===== config.mk =====
export PLATFORM = sky130hd
export DESIGN_NAME = bcd_digit_converter_flat
export DESIGN_NICKNAME = d
export VERILOG_FILES = /design/src/rtl/bcd_digit_converter_if.sv /design/src/rtl/bcd_digit_converter.sv /design/src/flat_wrapper.sv
export SDC_FILE = /design/constraint.sdc
export NUM_CORES = 1
export LEC_CHECK = 0
export ABC_AREA = 1
export ABC_CLOCK_PERIOD_IN_PS = 1650
export BUFFER_PORTS_ARGS = -buffer_cell sky130_fd_sc_hd__clkbuf_2
export CAP_MARGIN = 0
export CORE_ASPECT_RATIO = 0.7
export CORE_MARGIN = 3
export CORE_UTILIZATION = 56
export DETAILED_ROUTE_END_ITERATION = 16
export PLACE_DENSITY = 0.78
export SETUP_SLACK_MARGIN = 0.05
export SLEW_MARGIN = 20
export SYNTH_ARGS = -nofsm -noshare
export SYNTH_HDL_FRONTEND = slang
export SYNTH_SLANG_ARGS = --single-unit

===== constraint.sdc =====
create_clock -name clk_i -period 1.65 [get_ports clk_i]
set_input_delay 0.165 -clock clk_i [delete_from_list [all_inputs] [get_ports clk_i]]
set_output_delay 0.165 -clock clk_i [all_outputs]
set_load 0.01 [all_outputs]

===== src/rtl/bcd_digit_converter_if.sv =====
`default_nettype none
// ============================================================================
// Module      : bcd_digit_converter_if
// Description : Request/result bundle between a binary producer and the
//               sequential binary-to-BCD converter feeding the display.
// Revision    : 1.0 - initial release
// ============================================================================
interface bcd_digit_converter_if #(
  parameter int WIDTH  = 7,
  parameter int DIGITS = 2
);
  logic                  start;
  logic [WIDTH-1:0]      value;
  logic                  busy;
  logic                  done;
  logic                  overflow;
  logic [4*DIGITS-1:0]   digits;

  // Producer side: issues requests, observes results
  modport master (
    output start, value,
    input  busy, done, overflow, digits
  );

  // Converter side
  modport slave (
    input  start, value,
    output busy, done, overflow, digits
  );
endinterface
`default_nettype wire


===== src/rtl/bcd_digit_converter.sv =====
`default_nettype none
// ============================================================================
// Module      : bcd_digit_converter
// Description : Iterative shift-add-3 (double dabble) binary-to-BCD converter.
//               One input bit per cycle, MSB first. Values that do not fit in
//               DIGITS decimal digits are flagged and shown as all-ones blanks.
//               Optional macro BCD_LEADING_ZERO_BLANK_EN blanks leading zero
//               digits (digit 0 always shown) on non-overflow results.
// Revision    : 1.0 - initial release
// ============================================================================
module bcd_digit_converter #(
  parameter int WIDTH  = 7,
  parameter int DIGITS = 2
) (
  input  wire logic              clk_i,
  input  wire logic              rst_ni,
  bcd_digit_converter_if.slave   bus
);

  localparam int                 ACC_W    = 4 * DIGITS;
  localparam int                 CNT_W    = $clog2(WIDTH + 1);
  localparam logic [CNT_W-1:0]   CNT_INIT = CNT_W'(WIDTH);

  typedef enum logic [1:0] {
    S_IDLE  = 2'd0,
    S_SHIFT = 2'd1,
    S_DONE  = 2'd2
  } state_t;

  state_t             state_q, state_d;
  logic [WIDTH-1:0]   shift_q, shift_d;
  logic [ACC_W-1:0]   acc_q, acc_d;
  logic [CNT_W-1:0]   cnt_q, cnt_d;
  logic               ovf_q, ovf_d;

  logic               busy_q;
  logic               done_q;
  logic               overflow_q;
  logic [ACC_W-1:0]   digits_q;

  logic [ACC_W-1:0]   acc_adj;
  logic [ACC_W-1:0]   result;

  // Add 3 to every digit that is 5 or more, all digits from the pre-shift value
  always_comb begin
    acc_adj = acc_q;
    for (int i = 0; i < DIGITS; i++) begin
      if (acc_q[4*i +: 4] >= 4'd5) begin
        acc_adj[4*i +: 4] = acc_q[4*i +: 4] + 4'd3;
      end
    end
  end

  // Next-state and datapath update for the conversion sequencer
  always_comb begin
    state_d = state_q;
    shift_d = shift_q;
    acc_d   = acc_q;
    cnt_d   = cnt_q;
    ovf_d   = ovf_q;
    case (state_q)
      S_IDLE: begin
        if (bus.start) begin
          shift_d = bus.value;
          acc_d   = '0;
          ovf_d   = 1'b0;
          cnt_d   = CNT_INIT;
          state_d = S_SHIFT;
        end
      end
      S_SHIFT: begin
        acc_d   = {acc_adj[ACC_W-2:0], shift_q[WIDTH-1]};
        shift_d = {shift_q[WIDTH-2:0], 1'b0};
        // A set top bit would be shifted out: value no longer fits
        if (acc_adj[ACC_W-1]) begin
          ovf_d = 1'b1;
        end
        cnt_d = cnt_q - CNT_W'(1);
        if (cnt_q == CNT_W'(1)) begin
          state_d = S_DONE;
        end
      end
      S_DONE: begin
        state_d = S_IDLE;
      end
      default: begin
        state_d = S_IDLE;
      end
    endcase
  end

  // Final digit pattern presented when the conversion completes
`ifdef BCD_LEADING_ZERO_BLANK_EN
  always_comb begin
    logic seen_nz;
    seen_nz = 1'b0;
    result  = ovf_q ? {ACC_W{1'b1}} : acc_q;
    if (!ovf_q) begin
      for (int i = DIGITS - 1; i >= 1; i--) begin
        if (!seen_nz && (acc_q[4*i +: 4] == 4'd0)) begin
          result[4*i +: 4] = 4'hF;
        end else begin
          seen_nz = 1'b1;
        end
      end
    end
  end
`else
  always_comb begin
    result = ovf_q ? {ACC_W{1'b1}} : acc_q;
  end
`endif

  // Sequencer and datapath registers
  always_ff @(posedge clk_i or negedge rst_ni) begin
    if (!rst_ni) begin
      state_q <= S_IDLE;
      shift_q <= '0;
      acc_q   <= '0;
      cnt_q   <= '0;
      ovf_q   <= 1'b0;
    end else begin
      state_q <= state_d;
      shift_q <= shift_d;
      acc_q   <= acc_d;
      cnt_q   <= cnt_d;
      ovf_q   <= ovf_d;
    end
  end

  // Registered outputs; results only move while the sequencer sits in DONE
  always_ff @(posedge clk_i or negedge rst_ni) begin
    if (!rst_ni) begin
      busy_q     <= 1'b0;
      done_q     <= 1'b0;
      overflow_q <= 1'b0;
      digits_q   <= '0;
    end else begin
      busy_q <= (state_q == S_SHIFT);
      done_q <= (state_q == S_DONE);
      if (state_q == S_DONE) begin
        digits_q   <= result;
        overflow_q <= ovf_q;
      end
    end
  end

  assign bus.busy     = busy_q;
  assign bus.done     = done_q;
  assign bus.overflow = overflow_q;
  assign bus.digits   = digits_q;

endmodule
`default_nettype wire


===== src/flat_wrapper.sv =====
// flat-port wrapper written by rule: the top's interface ports become plain ports
module bcd_digit_converter_flat 
#(
  parameter int WIDTH  = 7,
  parameter int DIGITS = 2
)
  (clk_i, rst_ni, bus_start, bus_value, bus_busy, bus_done, bus_overflow, bus_digits);
  bcd_digit_converter_if #(.WIDTH(WIDTH), .DIGITS(DIGITS)) bus_i ();
  input  wire logic clk_i;
  input  wire logic rst_ni;
  input wire logic [$bits(bus_i.start)-1:0] bus_start;
  input wire logic [$bits(bus_i.value)-1:0] bus_value;
  output wire logic [$bits(bus_i.busy)-1:0] bus_busy;
  output wire logic [$bits(bus_i.done)-1:0] bus_done;
  output wire logic [$bits(bus_i.overflow)-1:0] bus_overflow;
  output wire logic [$bits(bus_i.digits)-1:0] bus_digits;
  assign bus_i.start = bus_start;
  assign bus_i.value = bus_value;
  assign bus_busy = bus_i.busy;
  assign bus_done = bus_i.done;
  assign bus_overflow = bus_i.overflow;
  assign bus_digits = bus_i.digits;
  bcd_digit_converter #(.WIDTH(WIDTH), .DIGITS(DIGITS)) u_core (.clk_i(clk_i), .rst_ni(rst_ni), .bus(bus_i));
endmodule

======== Word-level counts from Yosys, hierarchy flattened ========
Cells that the tools add are included.
cells by class
  add/sub/neg operators ................... 3
  $lt $le $gt $ge ......................... 2
  equal/unequal tests ..................... 6
  multiplexer cells ....................... 15
  reduce and logical (&&, ||, !) cells .... 5
operators by type and width
  kind                 number
  $mux 8               2
  $pmux 8 s2           1
  $pmux 7 s2           1
  $add 4x2->4 const B  2
  $ge 4x3->1 const B   2
  $mux 4               2
  $mux 7               1
  $pmux 3 s2           1
  $mux 2               2
  $ne 2x1->1 const B   2
  $pmux 2 s2           1
  $reduce_and 2->1     2
  $eq 3x1->1 const B   1
  $mux 3               1
  $reduce_and 3->1     1
  $sub 3x1->3 const B  1
  $eq 2x1->1 const B   1
  $eq 2x2->1 const B   1
  $logic_not 2->1      1
  $mux 1               2
  $ne 2x2->1 const B   1
  $pmux 1 s2           1
  $reduce_bool 2->1    1
word-level totals
  flip-flop bits (word level) ............. 32
  input port bits ......................... 10
  output and inout bits ................... 11

======== Logic depth before layout (Yosys ltp) ========
  depth in word-level cells ............... 4
  gate-level depth with buffers ........... 8
  mapped depth without buffers ............ 8

======== Least setup slack after synthesis ========
OpenSTA, ideal clock, no wires.
  kind .................................... register -> register
  start ................................... register u_core.acc_q[0]
  end ..................................... register u_core.acc_q[4]
  library setup time ...................... 0.122 ns
  arrival time ............................ 1.081 ns
  data required time ...................... 1.528 ns
  slack ................................... 0.447 ns
  cell stages (with the launch flop) ...... 8
  buffers on the path ..................... 0
  period minus slack after synthesis ...... 1.203 ns
  cell sequence ........................... dfrtp_1 inv_1 ha_1 inv_1 nand2_1 nand3_1 nand2_4 o21bai_4
on the way
  cells in the longest elaborated chain, start to end .. 3
ends and longest elaborated chain
  what                                              RTL line                                              text
  from (decl)                                       bcd_digit_converter.sv:32                             logic [ACC_W-1:0] acc_q, acc_d;
  from (signal assigned)                            bcd_digit_converter.sv:119                            acc_q <= '0;
  from (signal assigned)                            bcd_digit_converter.sv:125                            acc_q <= acc_d;
  $add 4x2->4 / $ge 4x3->1 (equally long branches)  bcd_digit_converter.sv:49, bcd_digit_converter.sv:48
  $mux 4 *                                          bcd_digit_converter.sv:48                             if (acc_q[4*i +: 4] >= 4'd5) begin
  $pmux 8 s2 *                                      bcd_digit_converter.sv:61                             case (state_q)
Every way passes the cells marked *; elsewhere a longest branch is shown, timed or not.
A chain may end at the register's enable or synchronous reset.

======== Worst setup path after layout ========
  start ................................... register u_core.acc_q[1]
  end ..................................... register u_core.acc_q[1]
on the way
  cells in the longest elaborated chain, start to end .. 3
ends and longest elaborated chain
  what        RTL line
  $ge 4x3->1  bcd_digit_converter.sv:48
  $mux 4      bcd_digit_converter.sv:48
  $pmux 8 s2  bcd_digit_converter.sv:61
No other way between the ends.

==> impl_metrics.json <==
{
  "io_pins": 21,
  "final_max_slew_viol_count": 0,
  "min_path_type": "input port to flip-flop",
  "r2r-end": "u_core.acc_q[1]$_DFFE_PN0P_",
  "crit_fanout": 5,
  "synth.most_common_cell": "nand2_1",
  "drive_gt1_share_pct": 23.88,
  "r2r_cells": 8,
  "cts_inserted_buffers": 5,
  "io_buffers": 20,
  "critPathLaunch": "u_core.acc_q[1]$_DFFE_PN0P_",
  "drc_errors": 0,
  "synthArstFlopShare_pct": 100.0,
  "endpoint_kind": "flip-flop",
  "h-tree-depth": 2,
  "routed_wl_microns": 2964,
  "setup.worst_path.end": "u_core.acc_q[1]$_DFFE_PN0P_",
  "cts_tree": "yes",
  "post-route-period-util_pct": 83.24,
  "ctsLongestPathBuffers": 2,
  "via_per_inst": 5.311,
  "hold_viol": 0,
  "finClkSkew_ns": 0.004327,
  "met2_usage_pct": 33.54,
  "dp_hpwl_microns": 2128,
  "cts_hold_buffers": 1,
  "num_rows": 15,
  "leakagePower_uw": 0.0009235,
  "synth_edf_count": 0,
  "r2r-start": "u_core.acc_q[1]$_DFFE_PN0P_",
  "die_y_microns": 50.32,
  "worst_slew_pin_slew_ns": 0.3950,
  "grt_pass1_wl_microns": 5437,
  "fmax_mhz": 728.1,
  "die_area_sq_um": 3488,
  "synth_nets": 190,
  "clk_latency_ns": 0.28,
  "globalRouteMet1Util_pct": 23.61,
  "clock-sinks": 32,
  "overflow": 0,
  "syn-instance-count": 174,
  "fin_tns_setup_ns": 0,
  "post_cts_buffers": 0,
  "min_period_ns": 1.373,
  "vias": 1248,
  "arrival_ns": 1.60,
  "grt_pass1_vias": 1297,
  "ys_seq_area_share_pct": 50.96,
  "clock-root-buffer": "clkbuf_8",
  "ant_nets": 0,
  "grt_usage_pct": 20.36,
  "drt-pass1-iter-count": 4,
  "synth_common_cells": "nand2_1, dfrtp_1, nor2_1",
  "synth.largest_area_cell": "dfrtp_1",
  "synthFlopType": "dfrtp_1",
  "yosys-top-cells-area": "dfrtp_1, nand2_1, o21ai_2, ha_1, nor2_1",
  "crit_required_ns": 1.88,
  "core_sq_um": 2571,
  "cts-resized-gates": 0,
  "synth_cell_types": 22,
  "die_w_microns": 69.32,
  "drv_cap": 0,
  "ir_worst_vdd_mv": 1.048,
  "area.growth.synth_to_final_pct": 13.30,
  "cp-start-kind": "flip-flop",
  "busiest_layer": "met2",
  "maxSlewHeadroom_pct": 73.67,
  "ys_seq_elements": 32,
  "netlist_area_sq_um": 1572,
  "gp_congestion": 0.8208,
  "setup_viol": 0,
  "wl_per_cell_microns": 12.61,
  "avgSynthCellArea_sq_um": 9.032,
  "reg2reg_slack_ns": 0.28,
  "path_clk_slew_ns": 0.06,
  "grt_max_degree": 33,
  "path_class": "flip-flop to flip-flop",
  "initialDrtViolationCount": 142,
  "layout.nets": 217,
  "synth_top_cell_area_share_pct": 50.96,
  "final_core_util_pct": 69.25,
  "rsz0062_at_grt": "false",
  "start_util_pct": 61.12,
  "num_antenna_cells": 0,
  "antenna_found_initial": 0,
  "powerDensity_nw_per_um2": 2076,
  "p_total_uw": 3696,
  "grt_use_met3_pct": 8.600,
  "ys_warn_count": 0,
  "outcome": "completed"
}
[per-layer routing]
metal  routed length, microns  share of wire, %  vias up
li1                         -                 -      621
met4                       36               1.2        0
met1                     1343                45      596
met5                        0                 0        -
met2                     1419                48       27
met3                      165               5.6        4
[cell usage in the layout (no fill, tap or decap), types with 2 or more instances in the layout]
cell      netlist  final
a21oi_1         8      8
buf_4           0      2
clkbuf_2        0     20
clkbuf_8        0      5
dfrtp_1        32     32
ha_1            6      6
inv_1          14     14
inv_2           3      3
nand2_1        40     40
nand2_4         4      4
nand3_1        13     13
nand4_1         4      4
nor2_1         20     20
o21ai_0         9      9
o21ai_1         3      3
o21ai_2         9      9
[sequential cells by signal, summed over array words and instances, names as in the netlist]
| register | cells |
|---|---|
| u_core.bus.done | 1 |
| u_core.shift_q | 7 |
| u_core.bus.overflow | 1 |
| u_core.ovf_q | 1 |
| u_core.bus.busy | 1 |
| u_core.bus.digits | 8 |
| u_core.state_q | 2 |
| u_core.cnt_q | 3 |
| u_core.acc_q | 8 |
[cell families after synthesis]
| family | share of synthesized area (%) |
|---|---|
| buffers and inverters | 6.767 |
| AOI/OAI and AO/OA | 13.46 |
| adders and majority gates | 4.777 |
| DFF | 50.96 |
| and+or+nand+nor | 24.04 |
[worst min path at each step]
stage	start	to	slack, ns	depth (start not counted)
after floorplan	rst_ni	u_core.acc_q[0]$_DFFE_PN0P_	-0.13	0
after global placement	rst_ni	u_core.bus.digits[1]$_DFFE_PN0P_	0.20	2
after detailed placement	rst_ni	u_core.acc_q[3]$_DFFE_PN0P_	0.21	2
after CTS	bus_value[0]	u_core.shift_q[0]$_DFFE_PN0P_	0.10	3
after global routing	bus_value[0]	u_core.shift_q[0]$_DFFE_PN0P_	0.15	3
final	bus_value[0]	u_core.shift_q[0]$_DFFE_PN0P_	0.11	3
[worst max-delay path, stage by stage, from the launching register on]
cell	delay, ns
dfrtp_1	0.40
inv_1	0.15
ha_1	0.19
inv_1	0.05
nand2_1	0.12
nand3_1	0.18
nand2_1	0.11
nand3_1	0.07
nand2_1	0.06
[metrics by stage]
stage	cell area, sq um	hold slack, ns	std cells	setup WS [ns]
3_3_place_gp	1693	0.2036	227	0.3783
5_1_grt	1780	0.1466	235	0.1058
6_report	1780	0.1090	235	0.2765
3_5_place_dp	1693	0.2100	227	0.3054
4_1_cts	1780	0.1006	235	0.2892
2_1_floorplan	1572	-0.1306	174	0.4471
[power by group]
group          leakage, uW  switching [uW]  total, uW  internal (uW)
Sequential        0.000385             249       1410           1160
Clock            0.0000410             272        558            286
Combinational     0.000497            1070       1720            654
[area by class of cell]
type | count | area, sq um
flip-flops and latches | 32 | 800.8
fillers | 188 | 790.8
multi-input cells | 121 | 664.4
repair buffers | 23 | 125.1
clock buffers | 6 | 72.57
inverters | 18 | 70.07
well taps | 34 | 42.54
clock inverters | 1 | 5.005
Note: power is estimated with default switching activity, not from simulation.
